[config.mk]
export PLATFORM = sky130hd
export DESIGN_NAME = pipe_latch_m_wb
export DESIGN_NICKNAME = d
export VERILOG_FILES = /design/src/rtl/pipe_latch_m_wb.sv
export SDC_FILE = /design/constraint.sdc
export NUM_CORES = 1
export LEC_CHECK = 0
export CAP_MARGIN = 20
export CORE_UTILIZATION = 35
export DETAILED_ROUTE_END_ITERATION = 6
export DONT_BUFFER_PORTS = 1
export PLACE_DENSITY = 0.56
export SKIP_LAST_GASP = 1
export SYNTH_ARGS = -nofsm -noshare
export SYNTH_HDL_FRONTEND = slang
export SYNTH_SLANG_ARGS = --single-unit
export TNS_END_PERCENT = 5
[constraint.sdc]
create_clock -name clk -period 2.95 [get_ports clk]
set_clock_uncertainty 0.1 [all_clocks]
set_input_delay 0.4425 -clock clk [delete_from_list [all_inputs] [get_ports clk]]
set_output_delay 0.4425 -clock clk [all_outputs]
set_load 0.02 [all_outputs]
[src/rtl/pipe_latch_m_wb.sv]
`default_nettype none
// ============================================================================
//  Module   : pipe_latch_m_wb
//  Purpose  : MEM/WB pipeline latch with valid/ready flow control, flush,
//             bubble tracking and an optional two-entry skid buffer. Presents
//             the muxed writeback value and a qualified register-file write
//             enable that never targets register 0.
//  Revision : 1.0 - initial release
// ============================================================================
module pipe_latch_m_wb #(
    parameter int DATA_W = 32,
    parameter int REG_AW = 5,
    parameter int SKID   = 1
) (
    input  logic              clk,
    input  logic              rst_n,
    input  logic              in_valid,
    output logic              in_ready,
    input  logic              flush,
    input  logic              reg_write,
    input  logic              mem_to_reg,
    input  logic [DATA_W-1:0] alu_result,
    input  logic [DATA_W-1:0] data_load,
    input  logic [REG_AW-1:0] dst,
    output logic              out_valid,
    input  logic              out_ready,
    output logic              reg_write_reg,
    output logic              mem_to_reg_reg,
    output logic [DATA_W-1:0] alu_result_reg,
    output logic [DATA_W-1:0] data_load_reg,
    output logic [REG_AW-1:0] dst_reg,
    output logic [DATA_W-1:0] wb_data,
    output logic              wb_we
);

    // Payload packing: {reg_write, mem_to_reg, alu_result, data_load, dst}
    localparam int c_DST_LSB = 0;
    localparam int c_LD_LSB  = REG_AW;
    localparam int c_ALU_LSB = REG_AW + DATA_W;
    localparam int c_M2R_BIT = REG_AW + 2 * DATA_W;
    localparam int c_RW_BIT  = c_M2R_BIT + 1;
    localparam int c_PAY_W   = c_RW_BIT + 1;

    // Occupancy encoding {skid valid, head valid}
    localparam logic [1:0] c_EMPTY = 2'b00;
    localparam logic [1:0] c_ONE   = 2'b01;
    localparam logic [1:0] c_FULL  = 2'b11;

    logic               h_valid_q, h_valid_d;
    logic               s_valid_q, s_valid_d;
    logic [c_PAY_W-1:0] h_data_q,  h_data_d;
    logic [c_PAY_W-1:0] s_data_q,  s_data_d;

    logic [c_PAY_W-1:0] w_in_data;
    logic               w_accept;
    logic               w_drain;
    logic [1:0]         w_state;

    assign w_in_data = {reg_write, mem_to_reg, alu_result, data_load, dst};
    assign w_accept  = in_valid & in_ready;
    assign w_drain   = h_valid_q & out_ready;
    assign w_state   = {s_valid_q, h_valid_q};

    // Next-state for head/skid entries; flush wins over any accept or drain
    always_comb begin
        h_valid_d = h_valid_q;
        s_valid_d = s_valid_q;
        h_data_d  = h_data_q;
        s_data_d  = s_data_q;
        if (flush) begin
            h_valid_d = 1'b0;
            s_valid_d = 1'b0;
        end else if (SKID == 0) begin
            if (w_accept) begin
                h_data_d  = w_in_data;
                h_valid_d = 1'b1;
            end else if (w_drain) begin
                h_valid_d = 1'b0;
            end
        end else begin
            case (w_state)
                c_EMPTY: begin
                    if (w_accept) begin
                        h_data_d  = w_in_data;
                        h_valid_d = 1'b1;
                    end
                end
                c_ONE: begin
                    if (w_accept && w_drain) begin
                        h_data_d = w_in_data;
                    end else if (w_accept) begin
                        s_data_d  = w_in_data;
                        s_valid_d = 1'b1;
                    end else if (w_drain) begin
                        h_valid_d = 1'b0;
                    end
                end
                c_FULL: begin
                    // in_ready is low here, so only a drain can move things
                    if (w_drain) begin
                        h_data_d  = s_data_q;
                        s_valid_d = 1'b0;
                    end
                end
                default: begin
                    // Skid valid without head valid cannot occur; recover to empty
                    h_valid_d = 1'b0;
                    s_valid_d = 1'b0;
                end
            endcase
        end
    end

    // Entry registers; reset discards everything in flight
    always_ff @(posedge clk or negedge rst_n) begin
        if (!rst_n) begin
            h_valid_q <= 1'b0;
            s_valid_q <= 1'b0;
            h_data_q  <= '0;
            s_data_q  <= '0;
        end else begin
            h_valid_q <= h_valid_d;
            s_valid_q <= s_valid_d;
            h_data_q  <= h_data_d;
            s_data_q  <= s_data_d;
        end
    end

    generate
        if (SKID != 0) begin : g_skid_ready
            logic in_ready_q;
            // Registered ready: open whenever the skid slot will be free
            always_ff @(posedge clk or negedge rst_n) begin
                if (!rst_n) begin
                    in_ready_q <= 1'b0;
                end else begin
                    in_ready_q <= ~s_valid_d;
                end
            end
            assign in_ready = in_ready_q;
        end else begin : g_comb_ready
            assign in_ready = ~h_valid_q | out_ready;
        end
    endgenerate

    assign out_valid      = h_valid_q;
    assign reg_write_reg  = h_valid_q & h_data_q[c_RW_BIT];
    assign mem_to_reg_reg = h_valid_q & h_data_q[c_M2R_BIT];
    assign alu_result_reg = h_data_q[c_ALU_LSB +: DATA_W];
    assign data_load_reg  = h_data_q[c_LD_LSB +: DATA_W];
    assign dst_reg        = h_data_q[c_DST_LSB +: REG_AW];
    assign wb_data        = mem_to_reg_reg ? data_load_reg : alu_result_reg;
    assign wb_we          = h_valid_q & out_ready & reg_write_reg & (|dst_reg);

endmodule
`default_nettype wire
# Word level (Yosys, flattened, before mapping)
# Index checks and enable logic that the tools add are counted.
[word_totals] ff_bits=145 inputBits=76 output_inout_bits=106 elab_cells=47
[op_classes] eq_ne=10 n_mux=16 bitwise=9 reduce_logical=7
[op_table] operator="$mux W71" count=3
[op_table] operator="$pmux W71 S3" count=1
[op_table] operator="$mux W32" count=1
[op_table] operator="$ne A3 B3 Y1 const B" count=4
[op_table] operator="$reduce_and A5 Y1" count=2
[op_table] operator="$mux W1" count=9
[op_table] operator="$ne A2 B2 Y1 const B" count=4
[op_table] operator="$and A1 B1 Y1" count=6
[op_table] operator="$pmux W1 S3" count=2
[op_table] operator="$reduce_or A5 Y1" count=1
[op_table] operator="$reduce_and A4 Y1" count=1
[op_table] operator="$not A1 Y1" count=3
[op_table] operator="$reduce_bool A3 Y1" count=1
[op_table] operator="$eq A2 B1 Y1 const B" count=1
[op_table] operator="$eq A2 B2 Y1 const B" count=1
[op_table] operator="$logic_not A2 Y1" count=1
[op_table] operator="$logic_and A1 B1 Y1" count=1

# Logic depth before layout (Yosys ltp)
[depth] ltp_word=6 mapped_depth=6 mapped_depth_nobuf=3

# Least setup slack after synthesis
# No wires, ideal clock.
[synth_timing] path_kind="reg-to-output" startpoint="reg h_valid_q (netlist: out_valid)" endpoint="out wb_data[10]" t_arrival_ns=1.560 setup_slack_ns=0.847 stages_incl_launch_ff=5 path_buffers=2 path_cell_list="dfrtp_1 buf_2 nand2_1 buf_1 mux2_2"
[synth_via] elab_chain_cells=2
[synth_lines] item="from (decl)" line_no="49" text="logic h_valid_q, h_valid_d;"
[synth_lines] item="from (signal assigned)" line_no="122" text="h_valid_q <= h_valid_d;"
[synth_lines] item="$and A1 B1 Y1" line_no="148" text="assign mem_to_reg_reg = h_valid_q & h_data_q[c_M2R_BIT];"
[synth_lines] item="$mux W32" line_no="152" text="assign wb_data = mem_to_reg_reg ? data_load_reg : alu_result_reg;"
[synth_lines] item="to (decl)" line_no="32" text="output logic [DATA_W-1:0] wb_data,"
# Every way passes these cells.

# Final worst setup path
[layout_timing] startpoint="reg h_valid_q (netlist: out_valid)" endpoint="out wb_data[4]"
# The elaborated chain is that of the path after synthesis.

==> results.tsv <==
stage	metric	value	unit
status	status	finished, violations left	
status	violations	hold timing	
global_routing	grt_antenna_before_repair	0	
floorplan	die_h	146	um
setup_path	cp.depth	3	
yosys	ys_top_cells_by_count	mux2_2, dfrtp_1, buf_4	
yosys	synth_area	0.00727	sq mm
setup_path	critPathMaxStageDelay	0.66	ns
pwr	comb_power_share	14.9	%
setup_path	cp-end-kind	output port	
global_routing	grt_pass1_vias	3859	
setup_path	regToRegEndpoint	s_data_q[5]$_DFFE_PN0P_	
yosys	synth_edf_count	0	
drt	num_vias	3551	
sta	clock.fmax	378	MHz
clocking	ctsLongestPathBuffers	2	
sta	hold_slack	-0.382	ns
sta	slew_violations	0	
yosys	avgSynthCellArea	14.5	sq um
worst_hold_path	holdCritPathClass	in -> async	
yosys	syn-num-nets	578	
drt	antenna_left	0	
placed_design	dpl_worst_slack	0.620	ns
floorplan	rows	52	
setup_path	crit_family	flip-flops	
cells_and_area	nets	508	
cells_and_area	n_antenna_cell	0	
cells_and_area	area_delta_synth_final	3.67	%
flow_run	maxCapViolCount	0	
floorplan	die_x	146	um
yosys	seq_area_frac_synth	49.9	%
placed_design	finalWeightedCongestion	0.764	
clocking	clkTransAtPathRegs	0.07	ns
yosys	synth_top_area_share	49.9	%
setup_path	critPathBufInv	1	
cells_and_area	nFillCells	1957	
floorplan	io_pins	182	
pwr	sw_frac_of_total	30.3	%
cells_and_area	layout-drive-gt1-share	61.9	%
pwr	vdd_drop_max	0.362	mV
yosys	synthCells	502	
placed_design	place_area	0.00697	sq mm
sta	setup_ws	0.307	ns
placed_design	hpwl	8670	um
sta	maxSlewHeadroom	27.6	%
setup_path	critPathLaunchType	flip-flop	
clocking	cts_sinks	145	
yosys	synth_area_leader_cell	dfrtp_1	
cells_and_area	finalInstanceArea	0.00753	sq mm
setup_path	r2r_slack	0.59	ns
setup_path	required	2.41	ns
sta	final_hold_viol_count	145	
floorplan	start_util	35.8	%
yosys	yosysMostFrequentCell	mux2_2	
yosys	yosysWarnings	0	
drt	drtIter0Drc	79	
sta	fin_crit_sh	89.6	%
sta	fin_crit	2.64	ns
setup_path	crit_fanout	23	
yosys	ys_types	21	
sta	rsz0062_at_grt	false	
pwr	power.density	788	mW/mm^2
clocking	cts_tree	yes	
setup_path	r2r_start	out_valid$_DFFE_PN0P_	
drt	vias_per_cell	4.97	
sta	worst_pin_slew	1.09	ns
drt	routedWlPerCell	19.5	um
clocking	worstSkewPairLatency	0.41	ns
yosys	ys.flop_type	dfrtp_1	
drt	drc	0	
drt	drt-total-wl	14000	um
setup_path	crit_path_top_delay_cell	dfrtp_1	
pwr	pwr-share-seq	50.7	%
sta	setup_viol_count_final	0	
setup_path	reg2reg_depth	3	
yosys	async_flop_share	100	%
clocking	cts_root_buf	clkbuf_16	
placed_design	portBuffers	0	
global_routing	grt_pass1_wl	22400	um
pwr	power_switching	1.80	mW
pwr	p_int	4.14	mW
clocking	cts_setup_buffers	0	
global_routing	grt_max_degree	146	
clocking	htreeDepth	4	
sta	tns	0	ns
setup_path	crit_arrival	2.10	ns
floorplan	core-area	0.0203	sq mm
yosys	synth_area_leaders	dfrtp_1, mux2_2, buf_4	
global_routing	grt_overflow	0	
setup_path	cp_cell_sequence	nand2_2 > buf_12 > mux2_2	
global_routing	grt_usage	13.6	%
pwr	leakagePower	3.20	nW
floorplan	die_area	0.0213	sq mm
yosys	ys_ff_latch	145	
drt	first_pass_iters	4	
setup_path	critical_path_class	reg -> out	
clocking	cts_hold_buf	1	
clocking	cts_buffers	17	
pwr	p_clk_share	34.5	%
[layer usage]
| layer | share of wire, % | wire (um) | GRT usage [%] | vias up |
|---|---|---|---|---|
| li1 | - | - | - | 1571 |
| met2 | 48 | 6760 | 21.9 | 110 |
| met4 | 0.99 | 138 | 4.27 | 0 |
| met5 | 0 | 0 | 0 | - |
| met1 | 44 | 6080 | 17.0 | 1861 |
| met3 | 7.0 | 982 | 5.13 | 9 |
[flip-flops by register name (all words and copies together) (netlist names)]
name / count
h_data_q: 71
s_valid_q: 1
s_data_q: 71
out_valid: 1
in_ready: 1
[cells in the final DEF, fill, tap and decap left out, types with 2 or more instances in the layout]
cell and instances:
buf_4 2, mux2_1 10, clkinv_2 5, clkinvlp_4 3, clkbuf_16 17, inv_6 3, a21oi_1 2, inv_1 3
buf_12 3, mux2_2 225, dfrtp_1 145, mux2_4 10
[per-stage QoR]
stage	total power, mW	util (%)	std cells
3_5_place_dp	3.94	34.3	682
2_1_floorplan	4.01	-	502
4_1_cts	6.04	37.1	714
6_report	5.94	37.1	714
3_3_place_gp	3.89	34.3	682
5_1_grt	6.24	37.1	714
[worst reg2reg max path, delay by kind of cell, from the launching register on]
kind             cells  cell delay (ns)
multiplexers         1             0.61
flip-flops           1             0.66
AND/OR/NAND/NOR      2             0.87
[cell type report]
cell class	instances	area, sq um	area share, %
clock inverters	13	113	1.50
clock buffers	18	439	5.83
well taps	270	338	4.49
multi-input cells	259	2920	38.7
repair buffers	6	85.1	1.13
flip-flops and latches	145	3630	48.2
inverters	3	11.3	0.150
[how the worst max path moves through the flow]
stage                                     endpoint  slack (ns)                   from
after detailed placement  s_data_q[19]$_DFFE_PN0P_        0.62  out_valid$_DFFE_PN0P_
after global routing                    wb_data[4]        0.16  out_valid$_DFFE_PN0P_
final                                   wb_data[4]        0.31  out_valid$_DFFE_PN0P_
after global placement    s_data_q[53]$_DFFE_PN0P_        0.69  out_valid$_DFFE_PN0P_
after floorplan                        wb_data[10]        0.85  out_valid$_DFFE_PN0P_
after CTS                               wb_data[4]        0.26  out_valid$_DFFE_PN0P_
[what timing repair did]
item,4_1_cts,5_1_grt
hold endpoints to repair,146,145
resized for setup,0,0
endpoints found under the setup margin,0,0
[cells by family after synthesis]
kind of cell | share of synthesized area, %
AOI/OAI and AO/OA | 0.723
buffers and inverters | 10.1
DFF | 49.9
muxes | 38.5
and+or+nand+nor | 0.741
[power by group through the flow]
stage	Sequential, mW	Clock [mW]	Combinational (mW)
6_report	3.01	2.05	0.882
5_1_grt	3.08	2.21	0.946
4_1_cts	3.01	2.13	0.897
3_5_place_dp	3.05	0	0.893
3_3_place_gp	3.03	0	0.865
2_1_floorplan	2.66	0	1.35
Power figures use the tool's default switching activity.
